## src/rtl/font_rom_arbiter_if.sv

```systemverilog
// Font ROM arbiter bus: two glyph requesters, the shared ROM port and the status flag.
// master = requester/ROM side, slave = arbiter side.
// Lock inputs exist only when FONT_ARB_LOCK_EN is defined.
interface font_rom_arbiter_if #(
  parameter int unsigned ADDR_W = 11,
  parameter int unsigned DATA_W = 8
);
  // Requester 0 (timer/digit text layer)
  logic              req0;
  logic [ADDR_W-1:0] addr0;
  logic              gnt0;
  logic              rd_valid0;
  // Requester 1 (status/banner text layer)
  logic              req1;
  logic [ADDR_W-1:0] addr1;
  logic              gnt1;
  logic              rd_valid1;
`ifdef FONT_ARB_LOCK_EN
  logic              lock0;
  logic              lock1;
`endif
  // Shared return path and ROM port
  logic [DATA_W-1:0] rd_data;
  logic [ADDR_W-1:0] rom_addr;
  logic [DATA_W-1:0] font_word;
  logic              busy;

  modport master (
    output req0, addr0, req1, addr1,
`ifdef FONT_ARB_LOCK_EN
    output lock0, lock1,
`endif
    output font_word,
    input  gnt0, rd_valid0, gnt1, rd_valid1, rd_data, rom_addr, busy
  );

  modport slave (
    input  req0, addr0, req1, addr1,
`ifdef FONT_ARB_LOCK_EN
    input  lock0, lock1,
`endif
    input  font_word,
    output gnt0, rd_valid0, gnt1, rd_valid1, rd_data, rom_addr, busy
  );
endinterface

```

## src/rtl/font_rom_arbiter.sv

```systemverilog
// Font ROM arbiter: shares one font ROM between two glyph requesters.
// One grant per cycle (round-robin or fixed priority), registered ROM address,
// {valid,id} tag pipeline that routes each returned row back with a valid pulse.
// Optional macro FONT_ARB_LOCK_EN adds lock0/lock1 so a requester can keep the ROM
// for a whole glyph.
module font_rom_arbiter #(
  parameter int unsigned ADDR_W         = 11,
  parameter int unsigned DATA_W         = 8,
  parameter int unsigned ROM_LATENCY    = 1,  // legal range 1..4
  parameter int unsigned FIXED_PRIORITY = 0   // 0: round-robin, 1: requester 0 wins
) (
  input logic               clk_100MHz,
  input logic               reset,
  font_rom_arbiter_if.slave bus
);

  logic                  r_ptr;        // tie owner: 0 -> requester 0, 1 -> requester 1
  logic [ADDR_W-1:0]     r_rom_addr;
  logic [DATA_W-1:0]     r_rd_data;
  logic                  r_rd_valid0;
  logic                  r_rd_valid1;
  logic [ROM_LATENCY:0]  r_pipe_vld;   // stage k valid k+1 cycles after the grant edge
  logic [ROM_LATENCY:0]  r_pipe_id;

  logic w_gnt0;
  logic w_gnt1;
  logic w_gnt_any;
  logic w_lock0;
  logic w_lock1;

`ifdef FONT_ARB_LOCK_EN
  logic r_last_vld;  // at least one grant since reset
  logic r_last_id;   // most recently granted requester

  assign w_lock0 = r_last_vld & ~r_last_id & bus.lock0 & bus.req0;
  assign w_lock1 = r_last_vld &  r_last_id & bus.lock1 & bus.req1;

  // Remember who was granted last so its lock can hold the ROM.
  always_ff @(posedge clk_100MHz or posedge reset) begin
    if (reset) begin
      r_last_vld <= 1'b0;
      r_last_id  <= 1'b0;
    end else if (w_gnt_any) begin
      r_last_vld <= 1'b1;
      r_last_id  <= w_gnt1;
    end
  end
`else
  assign w_lock0 = 1'b0;
  assign w_lock1 = 1'b0;
`endif

  // Grant decision: active lock first, then single requester, then tie-break.
  always_comb begin
    w_gnt0 = 1'b0;
    w_gnt1 = 1'b0;
    if (w_lock0) begin
      w_gnt0 = 1'b1;
    end else if (w_lock1) begin
      w_gnt1 = 1'b1;
    end else if (bus.req0 && bus.req1) begin
      if ((FIXED_PRIORITY != 0) || !r_ptr) begin
        w_gnt0 = 1'b1;
      end else begin
        w_gnt1 = 1'b1;
      end
    end else begin
      w_gnt0 = bus.req0;
      w_gnt1 = bus.req1;
    end
  end

  assign w_gnt_any = w_gnt0 | w_gnt1;

  // Round-robin pointer hands the tie to the requester not just served.
  always_ff @(posedge clk_100MHz or posedge reset) begin
    if (reset) begin
      r_ptr <= 1'b0;
    end else if (w_gnt_any) begin
      r_ptr <= ~w_gnt1;
    end
  end

  // ROM address loads the granted requester's address, otherwise holds.
  always_ff @(posedge clk_100MHz or posedge reset) begin
    if (reset) begin
      r_rom_addr <= '0;
    end else if (w_gnt_any) begin
      r_rom_addr <= w_gnt1 ? bus.addr1 : bus.addr0;
    end
  end

  // Tag pipeline tracks each access until its ROM word is valid; reset drops in-flight reads.
  always_ff @(posedge clk_100MHz or posedge reset) begin
    if (reset) begin
      r_pipe_vld <= '0;
      r_pipe_id  <= '0;
    end else begin
      r_pipe_vld <= {r_pipe_vld[ROM_LATENCY-1:0], w_gnt_any};
      r_pipe_id  <= {r_pipe_id[ROM_LATENCY-1:0], w_gnt1};
    end
  end

  // Capture the ROM word when the last stage is valid and pulse the owner's valid.
  always_ff @(posedge clk_100MHz or posedge reset) begin
    if (reset) begin
      r_rd_data   <= '0;
      r_rd_valid0 <= 1'b0;
      r_rd_valid1 <= 1'b0;
    end else begin
      r_rd_valid0 <= r_pipe_vld[ROM_LATENCY] & ~r_pipe_id[ROM_LATENCY];
      r_rd_valid1 <= r_pipe_vld[ROM_LATENCY] &  r_pipe_id[ROM_LATENCY];
      if (r_pipe_vld[ROM_LATENCY]) begin
        r_rd_data <= bus.font_word;
      end
    end
  end

  assign bus.gnt0      = w_gnt0;
  assign bus.gnt1      = w_gnt1;
  assign bus.rom_addr  = r_rom_addr;
  assign bus.rd_data   = r_rd_data;
  assign bus.rd_valid0 = r_rd_valid0;
  assign bus.rd_valid1 = r_rd_valid1;
  // The rd_valid registers are the final pipeline stage, so a read stays busy until delivered.
  assign bus.busy      = (|r_pipe_vld) | r_rd_valid0 | r_rd_valid1;

endmodule

```

## src/flat_wrapper.sv

```systemverilog
// flat-port wrapper written by rule: the top's interface ports become plain ports
module font_rom_arbiter_flat 
#(
  parameter int unsigned ADDR_W         = 11,
  parameter int unsigned DATA_W         = 8,
  parameter int unsigned ROM_LATENCY    = 1,                     
  parameter int unsigned FIXED_PRIORITY = 0                                         
)
  (clk_100MHz, reset, bus_req0, bus_addr0, bus_req1, bus_addr1, bus_font_word, bus_gnt0, bus_rd_valid0, bus_gnt1, bus_rd_valid1, bus_rd_data, bus_rom_addr, bus_busy);
  font_rom_arbiter_if #(.ADDR_W(ADDR_W), .DATA_W(DATA_W)) bus_i ();
  input logic clk_100MHz;
  input logic reset;
  input wire logic [$bits(bus_i.req0)-1:0] bus_req0;
  input wire logic [$bits(bus_i.addr0)-1:0] bus_addr0;
  input wire logic [$bits(bus_i.req1)-1:0] bus_req1;
  input wire logic [$bits(bus_i.addr1)-1:0] bus_addr1;
  input wire logic [$bits(bus_i.font_word)-1:0] bus_font_word;
  output wire logic [$bits(bus_i.gnt0)-1:0] bus_gnt0;
  output wire logic [$bits(bus_i.rd_valid0)-1:0] bus_rd_valid0;
  output wire logic [$bits(bus_i.gnt1)-1:0] bus_gnt1;
  output wire logic [$bits(bus_i.rd_valid1)-1:0] bus_rd_valid1;
  output wire logic [$bits(bus_i.rd_data)-1:0] bus_rd_data;
  output wire logic [$bits(bus_i.rom_addr)-1:0] bus_rom_addr;
  output wire logic [$bits(bus_i.busy)-1:0] bus_busy;
  assign bus_i.req0 = bus_req0;
  assign bus_i.addr0 = bus_addr0;
  assign bus_i.req1 = bus_req1;
  assign bus_i.addr1 = bus_addr1;
  assign bus_i.font_word = bus_font_word;
  assign bus_gnt0 = bus_i.gnt0;
  assign bus_rd_valid0 = bus_i.rd_valid0;
  assign bus_gnt1 = bus_i.gnt1;
  assign bus_rd_valid1 = bus_i.rd_valid1;
  assign bus_rd_data = bus_i.rd_data;
  assign bus_rom_addr = bus_i.rom_addr;
  assign bus_busy = bus_i.busy;
  font_rom_arbiter #(.ADDR_W(ADDR_W), .DATA_W(DATA_W), .ROM_LATENCY(ROM_LATENCY), .FIXED_PRIORITY(FIXED_PRIORITY)) u_core (.clk_100MHz(clk_100MHz), .reset(reset), .bus(bus_i));
endmodule
```

## config.mk

```make
export PLATFORM = sky130hd
export DESIGN_NAME = font_rom_arbiter_flat
export DESIGN_NICKNAME = d
export VERILOG_FILES = /design/src/rtl/font_rom_arbiter_if.sv /design/src/rtl/font_rom_arbiter.sv /design/src/flat_wrapper.sv
export SDC_FILE = /design/constraint.sdc
export NUM_CORES = 1
export LEC_CHECK = 0
export BUFFER_PORTS_ARGS = -buffer_cell sky130_fd_sc_hd__buf_2
export CORE_ASPECT_RATIO = 1.5
export CORE_MARGIN = 3
export CORE_UTILIZATION = 40
export CTS_CLUSTER_DIAMETER = 40
export DETAILED_ROUTE_END_ITERATION = 8
export PLACE_DENSITY = 0.82
export RECOVER_POWER = 100
export SYNTH_ARGS = -nofsm -noshare
export SYNTH_HDL_FRONTEND = slang
export SYNTH_SLANG_ARGS = --single-unit
```

## constraint.sdc

```tcl
create_clock -name clk_100MHz -period 3 [get_ports clk_100MHz]
set_clock_uncertainty 0.1 [all_clocks]
set_input_delay 0.45 -clock clk_100MHz [delete_from_list [all_inputs] [get_ports clk_100MHz]]
set_output_delay 0.45 -clock clk_100MHz [all_outputs]
set_load 0.01 [all_outputs]
```

Word-level counts from Yosys, hierarchy flattened
Index checks and enable logic that the tools add are counted.
W data, S select, Z words.
- bits in registers: 26
- output and inout port bits: 24
- mux-type cells: 5
- bitwise gates (word level): 7
- reductions and logical operators: 2
- operators with widths (kind ; count):
    $mux W11 ; 1
    $mux W1 ; 4
    $or A1 B1 Y1 ; 3
    $and A1 B1 Y1 ; 2
    $not A1 Y1 ; 2
    $reduce_or A2 Y1 ; 1
    $logic_and A1 B1 Y1 ; 1

Longest topological paths before layout
Gate-level depths: netlist of run 1.
- word-level depth: 3
- depth in mapped cells: 4

Least setup slack after synthesis of run 1
OpenSTA, ideal clock, no wires.
- kind: input to output
- start: in bus_req1
- end: out bus_gnt1
- arrival: 1.053 ns
- required time: 2.450 ns
- path slack: 1.397 ns
- stages on the path: 4
- path buffers: 2
- cell sequence: inv_1 > buf_2 > buf_2 > nor2_1
- word-level cells in the longest chain between the ends: 2
- RTL lines (what ; RTL line ; source):
    start: declaration ; flat_wrapper.sv:15 ; input wire logic [$bits(bus_i.req1)-1:0] bus_req1;
    $logic_and A1 B1 Y1 ; font_rom_arbiter.sv:61 ; end else if (bus.req0 && bus.req1) begin
    $mux W1 * ; font_rom_arbiter.sv:61 ;
    end: declaration ; flat_wrapper.sv:20 ; output wire logic [$bits(bus_i.gnt1)-1:0] bus_gnt1;
Every way passes the cells marked *; elsewhere a longest branch is shown, timed or not.

Final worst setup path of run 1
- start: in bus_req0
- end: out bus_gnt1
- word-level cells in the longest chain between the ends: 2
- RTL lines (what ; RTL line ; source):
    start: declaration ; flat_wrapper.sv:13 ; input wire logic [$bits(bus_i.req0)-1:0] bus_req0;
    $logic_and A1 B1 Y1 ; font_rom_arbiter.sv:61 ;
    $mux W1 ; font_rom_arbiter.sv:61 ;
Every way passes these cells.

==> run summary, run 1 <==
Die X-Extent - 49.56 µm
Period utilisation layout - 77.47%
Post-route cell area - 1430 µm²
Gp weighted congestion - 0.6332
Total GRT Usage - 15.12%
Most used cell, CP - clkbuf_1
Post-CTS Setup Bufs - 0
Startpoint Class - input port
Most common cell in the synthesized netlist - dfrtp_1
Status - completed
Setup TNS - 0 ns
Top cells by count, synth - dfrtp_1 (26), a21oi_1 (11), o21ai_0 (11), o32ai_1 (11), mux2_2 (8)
Post-synth cell types - 19
Synth Instances - 95
Row count - 23
Starting Density - 42.09%
Critical path arrival - 1.77 ns
Clock buffer depth - 2
FFs w/ async S/R, synth - 100.0%
EDFF count, synth - 0
Main synth FF type - dfrtp_1
Rel. slew slack - 36.43%
Starting DRT DRC Count - 26
DRT Pass-1 Iters - 4
Layout Nets - 184
Initial antenna violation count - 0
RSZ-0062 raised after global routing - false
PortBufs - 57
Post_cts resized - 0
DRT Wirelength - 2607 µm
Root Buffer - clkbuf_8
Worst vdd ir - 0.2700 mV
Layout area overhead - 25.60%
CP cell instances - clkbuf_1, nor2b_4, nor2_1, clkbuf_1
Number of H-tree levels - 1
Top cell type's share of synthesized area - 57.14%
Total grt overflow - 0
Pins Over Slew Limit - 0
Final setup violating endpoints - 0
Vias - 958
Syn avg cell area - 11.99 µm²
Mapped Nets - 129
Share of cells above drive strength 1 - 30.41%
Dominant cell type by area after synthesis - dfrtp_1
Die Y - 71.35 µm
Max Fclk - 430.3 MHz
First-pass GRT wire length - 4257 µm
Type of the worst setup path - input port to output pin
Register area share after synthesis - 57.14%
Remaining antenna violation count - 0
Worst setup margin - 0.6759 ns
Hpwl dp - 1978 µm
Power per Cell Area - 519.0 nW/µm²
Syn Std Cell Area - 1139 µm²
Post-route minimum period - 2.324 ns
Largest net degree at the start of global routing - 27
N_diodes - 0
Worst Max-Slew Pin Slew - 0.9524 ns
DP Worst Slack - 1.033 ns
Crit-path max FO - 25
CP Capture Type - output pin
Leakage - 0.6232 nW
CTS sink cnt - 26
Vias/cell - 5.178
Area contributors post-synth - dfrtp_1 (57%), o32ai_1 (8.5%), mux2_2 (7.9%)
Core region area - 2705 µm²
Critical Path RT - 2.45 ns
IO Count - 58
CTS tree - built
Critical Path Max Stage Delay - 0.59 ns
Worst-Skew Late Latency - 0.26 ns
Max Cap Viol - 0
Die area - 3536 µm²
Buf/Inv on CP - 2
Final Hold Violating Endpoints - 0
Delay-heaviest family, CP - buffers and inverters
Num CTS Buffers - 3
Vias in the first global route - 947
Hold WS - 0.2609 ns
Flops & latches, synth - 26
Number of synthesis warnings - 0
Critical-path top delay cell - clkbuf_1
# DRC - 0
Hold WC Path Type - flip-flop to flip-flop
Clock-pin slew on the worst setup and hold paths - 0.08 ns
Cell area after placement - 1420 µm²
Cts-stage hold buffer count - 0
Routed len/inst - 14.09 µm
state kept, by name, summed over array words and instances (netlist names):
signal / flops
u_core.bus.rom_addr: 11
u_core.bus.rd_valid1: 1
u_core.r_pipe_id: 2
u_core.r_ptr: 1
u_core.r_pipe_vld: 2
u_core.bus.rd_data: 8
u_core.bus.rd_valid0: 1
per-stage QoR:
stage	instances	util [%]	power, mW
CTS	185	54.02	0.7599
global route	185	52.87	0.7869
finish	185	52.87	0.7422
global placement	182	52.50	0.5652
detailed placement	182	52.50	0.5723
floorplan	95	-	0.5071
cells by family after synthesis:
logic type / synth area share [%]
buffers and inverters: 5.055
multiplexers: 7.912
flip-flops: 57.14
AO/OA/AOI/OAI: 19.45
AND/OR/NAND/NOR: 10.44
metal layers:
layer  global-route usage (%)  share of wire (%)  up-vias
met5                        0                  0        -
met4                    4.000               0.31        0
met3                    2.703                 10        2
met2                    25.63                 50       53
met1                    19.86                 40      449
li1                         -                  -      454
cell type report:
| type | count | area, µm² |
|---|---|---|
| flip-flops and latches | 26 | 650.6 |
| well taps | 37 | 46.29 |
| inverters | 2 | 7.507 |
| repair buffers | 57 | 254.0 |
| fillers | 278 | 1275 |
| multi-input cells | 60 | 430.4 |
| clock buffers | 3 | 41.29 |
layout by cell type, fill, tap and decap left out:
cell and instances:
nor2b_4 1, mux2_2 8, clkbuf_8 3, or2_2 1, buf_2 32, or2b_1 5, o21ai_0 11, clkbuf_1 25
nor2b_1 1, dfrtp_1 26, a21oi_1 11, inv_1 2, a21o_1 1, nor2_1 1, nand2b_1 6, and2_1 1
o32ai_1 11, a21boi_0 1, or4_1 1
power by group:
group	internal [mW]	switching, mW	total, mW	leakage (nW)
logic	0.0636	0.0767	0.140	0.302
registers	0.387	0.0290	0.416	0.300
clock network	0.0896	0.0964	0.186	0.0216
worst paths after layout:
path | startpoint | endpoint | slack [ns] | cells after the start
min in group asynchronous | reset | u_core.bus.rd_data[5]$_DFFE_PP0P_ | 0.29 | 2
worst min register to register | u_core.r_pipe_id[0]$_DFF_PP0_ | u_core.r_pipe_id[1]$_DFF_PP0_ | 0.26 | 0
worst min-delay path | u_core.r_pipe_id[0]$_DFF_PP0_ | u_core.r_pipe_id[1]$_DFF_PP0_ | 0.26 | 0
worst max register to register | u_core.r_ptr$_DFFE_PP0P_ | u_core.bus.rom_addr[8]$_DFFE_PP0P_ | 1.60 | 3
worst max-delay path | bus_req0 | bus_gnt1 | 0.68 | 4
max in group asynchronous | reset | u_core.bus.rom_addr[0]$_DFFE_PP0P_ | 1.93 | 2
No activity file was read; power rests on OpenSTA's default activity.
==> run 2: changes to the inputs <==
==> constraint.sdc (replaced) <==
create_clock -name clk_100MHz -period 2.38 [get_ports clk_100MHz]
set_clock_uncertainty 0.1 [all_clocks]
set_input_delay 0.357 -clock clk_100MHz [delete_from_list [all_inputs] [get_ports clk_100MHz]]
set_output_delay 0.357 -clock clk_100MHz [all_outputs]
set_load 0.01 [all_outputs]
==> run summary, run 2 (synthesis results as in run 1) <==
Critical Path RT - 1.92 ns (was 2.45 ns)
Initial antenna violation count - 0 (unchanged)
Setup TNS - 0 ns (unchanged)
Layout Nets - 185 (was 184)
DP Worst Slack - 0.6383 ns (was 1.033 ns)
Pins Over Slew Limit - 0 (unchanged)
Post_cts resized - 0 (unchanged)
Root Buffer - clkbuf_8 (unchanged)
Gp weighted congestion - 0.6439 (was 0.6332)
Buf/Inv on CP - 2 (unchanged)
# DRC - 0 (unchanged)
Status - completed (unchanged)
DRT Pass-1 Iters - 4 (unchanged)
Critical Path Max Stage Delay - 0.58 ns (was 0.59 ns)
IO Count - 58 (unchanged)
N_diodes - 0 (unchanged)
Worst Max-Slew Pin Slew - 0.9642 ns (was 0.9524 ns)
Share of cells above drive strength 1 - 31.33% (was 30.41%)
Core region area - 2705 µm² (unchanged)
Die X-Extent - 49.56 µm (unchanged)
Num CTS Buffers - 3 (unchanged)
Clock-pin slew on the worst setup and hold paths - 0.09 ns (was 0.08 ns)
Largest net degree at the start of global routing - 27 (unchanged)
P_int - 0.7937 mW (was 0.5402 mW)
Starting DRT DRC Count - 26 (unchanged)
Clock power share - 33.6% (was 25.1%)
Period utilisation layout - 87.42%
Worst-Skew Late Latency - 0.26 ns (about the same)
Post-route minimum period - 2.081 ns
Max Fclk - 480.6 MHz
Max Cap Viol - 0 (unchanged)
Vias - 958 (unchanged)
Post-CTS Setup Bufs - 0 (unchanged)
Most used cell, CP - clkbuf_1 (unchanged)
Power per Cell Area - 719.1 nW/µm² (was 519.0 nW/µm²)
Delay-heaviest family, CP - buffers and inverters (unchanged)
Clock buffer depth - 2 (unchanged)
Layout area overhead - 28.90% (was 25.60%)
Sw frac - 24.80% (was 27.23%)
Crit-path max FO - 25 (unchanged)
RSZ-0062 raised after global routing - false (unchanged)
Starting Density - 42.09% (unchanged)
Row count - 23 (unchanged)
Vias/cell - 5.123 (was 5.178)
CP Capture Type - output pin (unchanged)
Die Y - 71.35 µm (unchanged)
Type of the worst setup path - input port to output pin (unchanged)
Cts-stage hold buffer count - 0 (unchanged)
Routed len/inst - 13.84 µm (was 14.09 µm)
CP cell instances - clkbuf_1, nor2b_4, nor2_1, clkbuf_1 (unchanged)
Startpoint Class - input port (unchanged)
Final Hold Violating Endpoints - 0 (unchanged)
CTS tree - built (unchanged)
Leakage - 0.6422 nW (was 0.6232 nW)
Total grt overflow - 0 (unchanged)
Worst vdd ir - 0.4154 mV (was 0.2700 mV)
Vias in the first global route - 957 (was 947)
PortBufs - 57 (unchanged)
Remaining antenna violation count - 0 (unchanged)
Rel. slew slack - 35.65% (was 36.43%)
Logic pwr share - 16.9% (was 18.9%)
Hpwl dp - 2009 µm (was 1978 µm)
Most common cell after layout, fill and taps aside - buf_2 (unchanged)
Worst setup margin - 0.2993 ns (was 0.6759 ns)
Total GRT Usage - 14.86% (was 15.12%)
First-pass GRT wire length - 4264 µm (was 4257 µm)
Number of H-tree levels - 1 (unchanged)
Filler instances - 285 (was 278)
Critical path arrival - 1.62 ns (was 1.77 ns)
Final setup violating endpoints - 0 (unchanged)
Die area - 3536 µm² (unchanged)
Critical-path top delay cell - clkbuf_1 (unchanged)
CTS sink cnt - 26 (unchanged)
DRT Wirelength - 2588 µm (was 2607 µm)
Most frequent cells in the layout - buf_2 (32), dfrtp_1 (26), clkbuf_1 (25) (unchanged)
Psw - 0.2617 mW (was 0.2021 mW)
Max FFs per register - 11 (unchanged)
Flop pwr share - 49.5% (was 56.0%)
Hold WC Path Type - input port to asynchronous set/reset pin (was flip-flop to flip-flop)
run 2: changes by cell type in the layout (fill, tap and decap cells not counted):
cell       before  now
buf_4           0    1
bufinv_16       0    1
run 2: per-layer routing:
layer / part of all wire, % / track usage [%] / wire, µm
met1: 43 / 20.38 / 1102
met2: 49 / 24.74 / 1259
met4: 1.2 / 4.615 / 32
met3: 7.5 / 1.455 / 194
met5: 0 / 0 / 0
run 2: area by class of cell:
cell class                      instances  area, µm²  share of cell area (%)
Clock buffer                            3      41.29                   2.813
Clock inverter                          1      30.03                   2.046
Inverter                                2      7.507                  0.5115
Multi-Input combinational cell         60      430.4                   29.33
Sequential cell                        26      650.6                   44.33
Tap cell                               37      46.29                   3.154
Timing Repair Buffer                   58      261.5                   17.82
run 2: worst reg2reg max path, delay by kind of cell, from the launching register on:
family          cells  cell delay, ns
flops               1            0.56
simple gates        1            0.35
compound gates      2            0.28
run 2: worst paths after layout:
kind	slack [ns]	from	cells past startpoint	end
worst min-delay path	0.20	reset	2	u_core.bus.rd_data[7]$_DFFE_PP0P_
max in group asynchronous	1.39	reset	2	u_core.bus.rom_addr[3]$_DFFE_PP0P_
worst min register to register	0.26	u_core.r_pipe_id[0]$_DFF_PP0_	0	u_core.r_pipe_id[1]$_DFF_PP0_
worst max register to register	1.01	u_core.r_ptr$_DFFE_PP0P_	3	u_core.bus.rom_addr[7]$_DFFE_PP0P_
min in group clk_100MHz	0.22	bus_req1	2	u_core.r_pipe_vld[0]$_DFF_PP0_
worst max-delay path	0.30	bus_req0	4	bus_gnt1
run 2: power groups by stage:
stage	registers, mW	logic, mW	clock network, mW
final	0.523	0.179	0.354
after CTS	0.522	0.193	0.364
after detailed placement	0.531	0.192	0
after global placement	0.527	0.185	0
after global routing	0.531	0.199	0.381
after floorplan	0.539	0.100	0
run 2: stage by stage:
step / instance area, µm² / total power [mW] / cells / hold slack (ns) / utilization, %
2_1_floorplan: 1139 / 0.6392 / 95 / 0.2312 / -
3_3_place_gp: 1428 / 0.7126 / 183 / 0.2340 / 52.78
3_5_place_dp: 1428 / 0.7232 / 183 / 0.2412 / 52.78
4_1_cts: 1499 / 1.079 / 187 / 0.2090 / 55.41
5_1_grt: 1468 / 1.111 / 187 / 0.2170 / 54.26
6_report: 1468 / 1.055 / 187 / 0.2023 / 54.26
